[config.mk]
export PLATFORM = sky130hd
export DESIGN_NAME = imem_loader
export DESIGN_NICKNAME = d
export VERILOG_FILES = /design/src/rtl/imem_loader_pkg.sv /design/src/rtl/imem_loader_word_packer.sv /design/src/rtl/imem_loader.sv
export SDC_FILE = /design/constraint.sdc
export NUM_CORES = 1
export LEC_CHECK = 0
export CORE_MARGIN = 1.5
export CORE_UTILIZATION = 45
export CTS_CLUSTER_DIAMETER = 60
export CTS_CLUSTER_SIZE = 8
export DETAILED_ROUTE_END_ITERATION = 16
export GPL_ROUTABILITY_DRIVEN = 0
export PLACE_DENSITY_LB_ADDON = 0.12
export SLEW_MARGIN = 0
export SYNTH_ARGS = -nofsm -noshare
export SYNTH_HDL_FRONTEND = slang
export SYNTH_SLANG_ARGS = --single-unit
[constraint.sdc]
create_clock -name clk -period 2.2 [get_ports clk]
set_clock_uncertainty 0.15 [all_clocks]
set_input_delay 0.44 -clock clk [delete_from_list [all_inputs] [get_ports clk]]
set_output_delay 0.44 -clock clk [all_outputs]
set_load 0.05 [all_outputs]
[src/rtl/imem_loader_pkg.sv]
// imem_loader_pkg: shared types and constants for the boot-time program loader.
//   loader_state_t  : loader FSM states (CHK is reachable only with
//                     IMEM_LOADER_CHECKSUM_EN defined)
//   DEFAULT_N       : default instruction word width in bits
//   BYTES_PER_WORD  : stream bytes packed into one default-width word
//   CHKSUM_W        : width of the running payload checksum
package imem_loader_pkg;

  typedef enum logic [2:0] {
    ST_IDLE,
    ST_RECV,
    ST_WRITE,
    ST_CHK,
    ST_DONE
  } loader_state_t;

  localparam int DEFAULT_N      = 32;
  localparam int BYTES_PER_WORD = DEFAULT_N / 8;
  localparam int CHKSUM_W       = 8;

endpackage

[src/rtl/imem_loader_word_packer.sv]
// word_packer: assembles stream bytes into an N-bit word, little-endian.
//   Byte k of a word lands in word[8k+7:8k]; the index wraps to 0 after the
//   last byte so the next word starts cleanly.
// Ports:
//   clk        in   system clock
//   reset      in   synchronous, active-low reset (clears index and word)
//   clr        in   force the byte index back to 0 (word contents kept)
//   byte_en    in   store data_byte at the current index and advance
//   data_byte  in   8-bit stream byte
//   word       out  N-bit assembled word
//   last_byte  out  current index is the final byte of the word
module word_packer
  import imem_loader_pkg::*;
#(
  parameter int N = DEFAULT_N
) (
  input  logic         clk,
  input  logic         reset,
  input  logic         clr,
  input  logic         byte_en,
  input  logic [7:0]   data_byte,
  output logic [N-1:0] word,
  output logic         last_byte
);

  localparam int BPW   = N / 8;
  localparam int IDX_W = (BPW > 1) ? $clog2(BPW) : 1;

  logic [IDX_W-1:0] idx;

  assign last_byte = (idx == IDX_W'(BPW - 1));

  // NOTE: sequential state uses non-blocking assignments so every register
  // samples pre-edge values, independent of statement order.
  always_ff @(posedge clk) begin
    if (!reset) begin
      idx  <= '0;
      word <= '0;
    end else if (clr) begin
      idx <= '0;
    end else if (byte_en) begin
      word[8*idx +: 8] <= data_byte;
      idx              <= last_byte ? '0 : idx + 1'b1;
    end
  end

endmodule

[src/rtl/imem_loader.sv]
// imem_loader: boot-time program loader (instruction-memory writer side).
//   Packs a valid/ready byte stream into N-bit little-endian words and writes
//   them to consecutive imem addresses from 0, holding the CPU while loading.
//   Optional feature macro: IMEM_LOADER_CHECKSUM_EN -- after the last word,
//   accept one checksum byte; err flags (payload sum + byte) mod 256 != 0.
// Ports:
//   clk         in   system clock
//   reset       in   synchronous, active-low reset
//   start       in   begin a load (honoured only in IDLE/DONE)
//   word_count  in   words to load, sampled on accepted start; clamps at 2**ADDR_W
//   s_data      in   stream byte
//   s_valid     in   s_data valid
//   s_ready     out  byte accepted this cycle when s_valid is high
//   we          out  imem write enable, one pulse per word
//   waddr       out  imem write address
//   wdata       out  imem write data
//   busy        out  load in progress
//   cpu_hold    out  CPU held in reset (equals busy)
//   done        out  load finished, held until the next accepted start
//   err         out  checksum mismatch, meaningful while done=1
module imem_loader
  import imem_loader_pkg::*;
#(
  parameter int N      = DEFAULT_N,
  parameter int ADDR_W = 8
) (
  input  logic              clk,
  input  logic              reset,
  input  logic              start,
  input  logic [ADDR_W:0]   word_count,
  input  logic [7:0]        s_data,
  input  logic              s_valid,
  output logic              s_ready,
  output logic              we,
  output logic [ADDR_W-1:0] waddr,
  output logic [N-1:0]      wdata,
  output logic              busy,
  output logic              cpu_hold,
  output logic              done,
  output logic              err
);

  localparam logic [ADDR_W:0] DEPTH = {1'b1, {ADDR_W{1'b0}}};

  loader_state_t   state, state_next;
  logic [ADDR_W:0] words_left;
  logic            start_ok;
  logic            byte_en;
  logic            clr;
  logic            last_byte;

  word_packer #(.N(N)) u_packer (
    .clk       (clk),
    .reset     (reset),
    .clr       (clr),
    .byte_en   (byte_en),
    .data_byte (s_data),
    .word      (wdata),
    .last_byte (last_byte)
  );

  assign cpu_hold = busy;

  always_ff @(posedge clk) begin
    if (!reset) state <= ST_IDLE;
    else        state <= state_next;
  end

  // NOTE: every output of this block gets a default first so no path leaves
  // a signal unassigned, which would otherwise infer a latch.
  always_comb begin
    state_next = state;
    s_ready    = 1'b0;
    we         = 1'b0;
    busy       = 1'b0;
    done       = 1'b0;
    byte_en    = 1'b0;
    clr        = 1'b0;
    start_ok   = 1'b0;
    case (state)
      ST_IDLE, ST_DONE: begin
        done = (state == ST_DONE);
        if (start) begin
          start_ok   = 1'b1;
          clr        = 1'b1;
          state_next = (word_count == '0) ? ST_DONE : ST_RECV;
        end
      end
      ST_RECV: begin
        s_ready = 1'b1;
        busy    = 1'b1;
        byte_en = s_valid;
        if (s_valid && last_byte) state_next = ST_WRITE;
      end
      ST_WRITE: begin
        we   = 1'b1;
        busy = 1'b1;
        clr  = 1'b1;
        if (words_left == (ADDR_W+1)'(1)) begin
`ifdef IMEM_LOADER_CHECKSUM_EN
          state_next = ST_CHK;
`else
          state_next = ST_DONE;
`endif
        end else begin
          state_next = ST_RECV;
        end
      end
`ifdef IMEM_LOADER_CHECKSUM_EN
      ST_CHK: begin
        s_ready = 1'b1;
        busy    = 1'b1;
        if (s_valid) state_next = ST_DONE;
      end
`endif
      default: state_next = ST_IDLE;
    endcase
  end

  // Address and remaining-word bookkeeping. waddr advances in the cycle after
  // each write, so after a full-depth load it wraps to 0 only once, at the end.
  always_ff @(posedge clk) begin
    if (!reset) begin
      waddr      <= '0;
      words_left <= '0;
    end else if (start_ok) begin
      waddr      <= '0;
      words_left <= (word_count > DEPTH) ? DEPTH : word_count;
    end else if (state == ST_WRITE) begin
      waddr      <= waddr + 1'b1;
      words_left <= words_left - 1'b1;
    end
  end

`ifdef IMEM_LOADER_CHECKSUM_EN
  logic [CHKSUM_W-1:0] sum;
  logic [CHKSUM_W-1:0] chk_total;

  assign chk_total = sum + s_data;

  always_ff @(posedge clk) begin
    if (!reset) begin
      sum <= '0;
      err <= 1'b0;
    end else if (start_ok) begin
      sum <= '0;
      err <= 1'b0;
    end else begin
      if (byte_en) sum <= chk_total;
      if (state == ST_CHK && s_valid) err <= (chk_total != '0);
    end
  end
`else
  assign err = 1'b0;
`endif

endmodule

# Word level (Yosys, flattened, before mapping)
# Index checks and enable logic that the tools add are counted.
# totals
register_bits,54
in_bits,21
# classes
add_sub_neg,4
magnitude_cmp,1
eq_ne,7
shift,2
n_mux,18
bitwise,2
n_reduce_logical,10
# ops
cell,n
5-bit negator with 34-bit output,1
8-bit by 34-bit variable shift with 32-bit output (first input constant),1
8-bit by 34-bit indexed part select with 32-bit output,1
32-bit bitwise mux,1
9-bit 2-to-1 mux,3
3-bit 2-to-1 mux,4
9-bit by 1-bit equality test with 1-bit output (second input constant),1
9-bit greater-than comparator (second input constant),1
9-bit logical NOT,1
3-bit case mux with 3 select lines,1
9-bit by 1-bit subtractor with 9-bit output (second input constant),1
8-bit by 1-bit adder with 8-bit output (second input constant),1
2-bit OR reduction,4
1-bit 2-to-1 mux,7
2-bit != test (second input constant),2
2-bit AND reduction,2
3-bit by 1-bit equality test with 1-bit output (second input constant),1
3-bit by 2-bit equality test with 1-bit output (second input constant),1
3-bit equality test (second input constant),1
3-bit logical NOT,1
2-bit by 1-bit adder with 2-bit output (second input constant),1
2-bit equality test (second input constant),1
2-bit 2-to-1 mux,1
1-bit inverter,2
other kinds (3),3

# Logic depth before layout (Yosys ltp)
# Gate-level depths: netlist of the first run.
# logic_depth
word_depth,5
mapped_depth,8

# By module
# From an unflattened synthesis of the first run, not the netlist that was laid out.
# hier_totals
cells_unflattened,270
hier_area_um2,2483.6
# modules_own_cells
module,n_inst,cells_per_inst,area_per_inst_um2,seq_area_each_um2
word_packer,1,136,1382.6,680.7
imem_loader,1,134,1101.1,400.4

# Worst setup path before layout of the first run
# OpenSTA, ideal clock, no wires.
# synth_path
path_type,flip-flop to flip-flop
start,register state[0]
end,register state[2]
setup_ps,69
t_arrival_ps,2095
t_required_ps,1981
setup_slack_ps,-113
stages_incl_launch_ff,5
n_path_buf,1
synth_period_minus_slack_ps,2313
cell_sequence,dfxtp_1 > buf_4 > nor3b_1 > a222oi_1 > nor2b_1
# synth_via
elab_chain_cells,4
# synth_lines
item,line,text
from (decl),imem_loader.sv:45,"loader_state_t state, state_next;"
from (signal assigned),imem_loader.sv:66,else state <= state_next;
3-bit equality test / 3-bit logical NOT (equally long branches),imem_loader.sv:80,case (state)
2-bit OR reduction,imem_loader.sv:80,
2-bit != test (no line),-,
2-bit AND reduction (no line),-,
# Several ways; a longest one is shown, not always the timed one.
# A chain may end at the register's enable or synchronous reset.

# Worst setup path after layout of the first run
# layout_path
start,register waddr[0]
end,output waddr[0]
# layout_rtl
item,line,text
from (decl),imem_loader.sv:35,"output logic [ADDR_W-1:0] waddr,"
from (signal assigned),imem_loader.sv:130,waddr <= waddr + 1'b1;
# No word-level cell between the ends.

==> run metrics, run 1 <==
async set-or-reset flop fraction in the synthesized netlist 0%; Least-Margin Pin Slew 512.5 ps; buffer count from post-CTS setup fixing 0; required time of the critical path 1610 ps; Inserted Clock Buffers 5; TritonCTS clock tree yes; period utilization 96.55%; vias after detailed routing 2304; cell depth of the worst flop-to-flop path 6; Avg WL per Cell 13.91 um; leading area contributor after synthesis sky130_fd_sc_hd__dfxtp_1; Synth Area per Inst 8.622 um^2; vias in the first global route 2121; clock tree root driver cell sky130_fd_sc_hd__clkbuf_8; launching element type of the critical path register; top-area cell type share of the netlist area 41.38%; number of diodes added for antenna fixing 0; power per standard cell area 541.0 nW/um^2; flip-flop cell with the highest count after synthesis sky130_fd_sc_hd__dfxtp_1; post-synthesis sequential area ratio 41.38%; standard cell with the maximum stage delay on the critical path sky130_fd_sc_hd__clkdlybuf4s50_1; area grow syn2layout 32.57%; # DRC 0; Synth warnings 0; post-route minimum period 2124 ps; remaining antenna violation count 0; Chip Width 79.20 um; CTS max path bufs 2; final number of max-transition violations 0; Finished Layout Cells 439; placed cells 432; critical path start-end classification register to output pin; list of most frequent post-synthesis cells 54 x sky130_fd_sc_hd__dfxtp_1, 45 x sky130_fd_sc_hd__nand2_1, 39 x sky130_fd_sc_hd__nand3_1; achievable clock frequency 470.8 MHz; global route overflow 0; antenna violations before repair 0; clock insertion delay at the later pin of the skew report 300 ps; leakage 1.250 nW; most instantiated library cell after synthesis sky130_fd_sc_hd__dfxtp_1; number of cells upsized or downsized after cts 0; clock sink total 54; Syn Nets 332; Hold Buf Count CTS 0; RSZ-0062 raised after global routing no; Chip Height 79.20 um; detailed-router iteration count before antenna repair 4; critical-path cell list clkdlybuf4s50_1; clock-pin slew on the worst setup and hold paths 100 ps; maximum vdd ir drop 0.0003522 V; Synth Instances 303; count of flip-flops with a built-in enable after synthesis 0; number of H-tree levels 2; share of post-route cells with drive strength above 1 9.809%; Final #Nets 396; number of synthesized register bits 54; relative slew slack 65.73%; arrival time at the worst endpoint 1530 ps; boundary pin count 67; synthesized cell area 2613 um^2; placed wire-length estimate 4411 um; number of maximum-capacitance constraint violations 0; status finished clean; standard-cell rows 27; maximum single-stage delay on the critical path 830 ps; Initial DRC Count 134; Routed Wire Length 6108 um; endpoint class of the critical path output pin; path category of the worst min-delay check register to register; smallest hold slack 313.0 ps; Max Fanout on Critical Path 4; Crit. path cell count 1; number of vias per cell 5.248; total negative setup slack 0 ps; effective utilization at floorplan 47.15%; floorplan die area 6272 um^2; worst path bufs/invs 1; fill cell count 500; total track usage 20.62%; Synth area leaders sky130_fd_sc_hd__dfxtp_1 41%, sky130_fd_sc_hd__a21boi_0 8.9%, sky130_fd_sc_hd__nand3_1 7.5%; Hold Path Cell Cnt 2; Hold Vio Cnt, Final 0; number of input and output port buffers inserted 65; wire length of the first global-routing pass 10190 um; Core Region 5540 um^2; maximum number of pins on one net before global-route repair 38; number of unique standard cell types used by synthesis 50; Final Util 62.51%; family of cells with the greatest summed delay on the critical path buffers and inverters; final setup violation count 0
==> logic make-up (layout without fill, tap and decap cells) <==
| logic type | Yosys count | in the layout | synth area share, % |
|---|---|---|---|
| buf+inv | 30 | 94 | 6.465 |
| mux | 1 | 1 | 0.4310 |
| fa+ha+maj | 8 | 8 | 3.832 |
| simple gates | 140 | 140 | 28.02 |
| other cells | 1 | 1 | 0.1435 |
| flops | 54 | 54 | 41.38 |
| compound gates | 57 | 57 | 15.71 |
| xor+xnor | 12 | 12 | 4.023 |
==> layout by cell type (no fill, tap or decap), types with 3 or more instances in the layout <==
cell type / Yosys / final
sky130_fd_sc_hd__clkbuf_8: 0 / 5
sky130_fd_sc_hd__o21ai_0: 5 / 5
sky130_fd_sc_hd__buf_12: 1 / 5
sky130_fd_sc_hd__nor3_1: 5 / 5
sky130_fd_sc_hd__clkdlybuf4s50_1: 0 / 58
sky130_fd_sc_hd__ha_1: 8 / 8
sky130_fd_sc_hd__a21oi_1: 7 / 7
sky130_fd_sc_hd__nor3b_1: 5 / 4
sky130_fd_sc_hd__dfxtp_1: 54 / 54
sky130_fd_sc_hd__nand4_1: 3 / 3
sky130_fd_sc_hd__a21boi_0: 31 / 31
sky130_fd_sc_hd__inv_1: 9 / 9
sky130_fd_sc_hd__nand2_1: 45 / 45
sky130_fd_sc_hd__and2_1: 5 / 5
sky130_fd_sc_hd__nor2_1: 16 / 16
sky130_fd_sc_hd__buf_4: 6 / 12
sky130_fd_sc_hd__xor2_1: 10 / 10
sky130_fd_sc_hd__nand3_1: 39 / 39
sky130_fd_sc_hd__nor2b_1: 5 / 5
==> final timing paths <==
| path | from | end | slack (ps) |
|---|---|---|---|
| setup / recovery | waddr[0]$_SDFFE_PP0N_ | waddr[0] | 80 |
| hold reg to reg | u_packer.word[19]$_SDFFE_PN0P_ | u_packer.word[19]$_SDFFE_PN0P_ | 310 |
| setup reg to reg | u_packer.idx[0]$_SDFFE_PP0N_ | u_packer.word[24]$_SDFFE_PN0P_ | 280 |
| hold / removal | u_packer.word[19]$_SDFFE_PN0P_ | u_packer.word[19]$_SDFFE_PN0P_ | 310 |
==> metal layers <==
metal	share of wire, %	global-route usage, %
met4	0.83	5.614
met3	4.6	3.793
met5	0	0
met1	46	26.15
met2	49	35.73
==> area by class of cell <==
type	count	area (um^2)	share of cell area [%]
Tap cell	72	90.09	2.601
Clock buffer	5	68.82	1.987
Multi-Input combinational cell	219	1370	39.56
Clock inverter	2	15.01	0.4335
Sequential cell	54	1081	31.21
Timing Repair Buffer	77	795.8	22.98
Inverter	10	42.54	1.228
==> stage by stage <==
step / instance area [um^2] / power [W] / worst slack, ps
2_1_floorplan: 2618 / 0.001222 / 33.20
3_3_place_gp: 3372 / 0.001347 / -132.5
3_5_place_dp: 3372 / 0.001349 / -157.7
4_1_cts: 3456 / 0.001891 / 2.243
5_1_grt: 3463 / 0.001958 / 20.38
6_report: 3463 / 0.001874 / 75.92
==> flip-flops by register name, indices dropped and copies added (netlist names) <==
| register | count |
|---|---|
| words_left | 9 |
| state | 3 |
| u_packer.idx | 2 |
| waddr | 8 |
| u_packer.word | 32 |
==> report_power, final <==
part	switching, W	leakage [nW]	internal, W
sequential	0.0000235	0.437	0.000999
combinational	0.000171	0.777	0.000136
clock	0.000326	0.0362	0.000218
total	0.000521	1.25	0.00135
==> worst min-delay path: stages, from the launching register on <==
cell and delay, ps:
sky130_fd_sc_hd__dfxtp_1 320, sky130_fd_sc_hd__nand2_1 50, sky130_fd_sc_hd__a21boi_0 60
(Power assumes the default switching activity.)
==> inputs of run 2 (changes only) <==
SKIP_CTS_REPAIR_TIMING = 1   (was not set)
==> results of run 2 <==
The final DEF is identical to that of run 1; final timing and power are the same.
==> inputs of run 3 (changes only) <==
HOLD_SLACK_MARGIN = 0.02   (was not set)
==> results of run 3 <==
The final DEF is identical to that of run 1; final timing and power are the same.
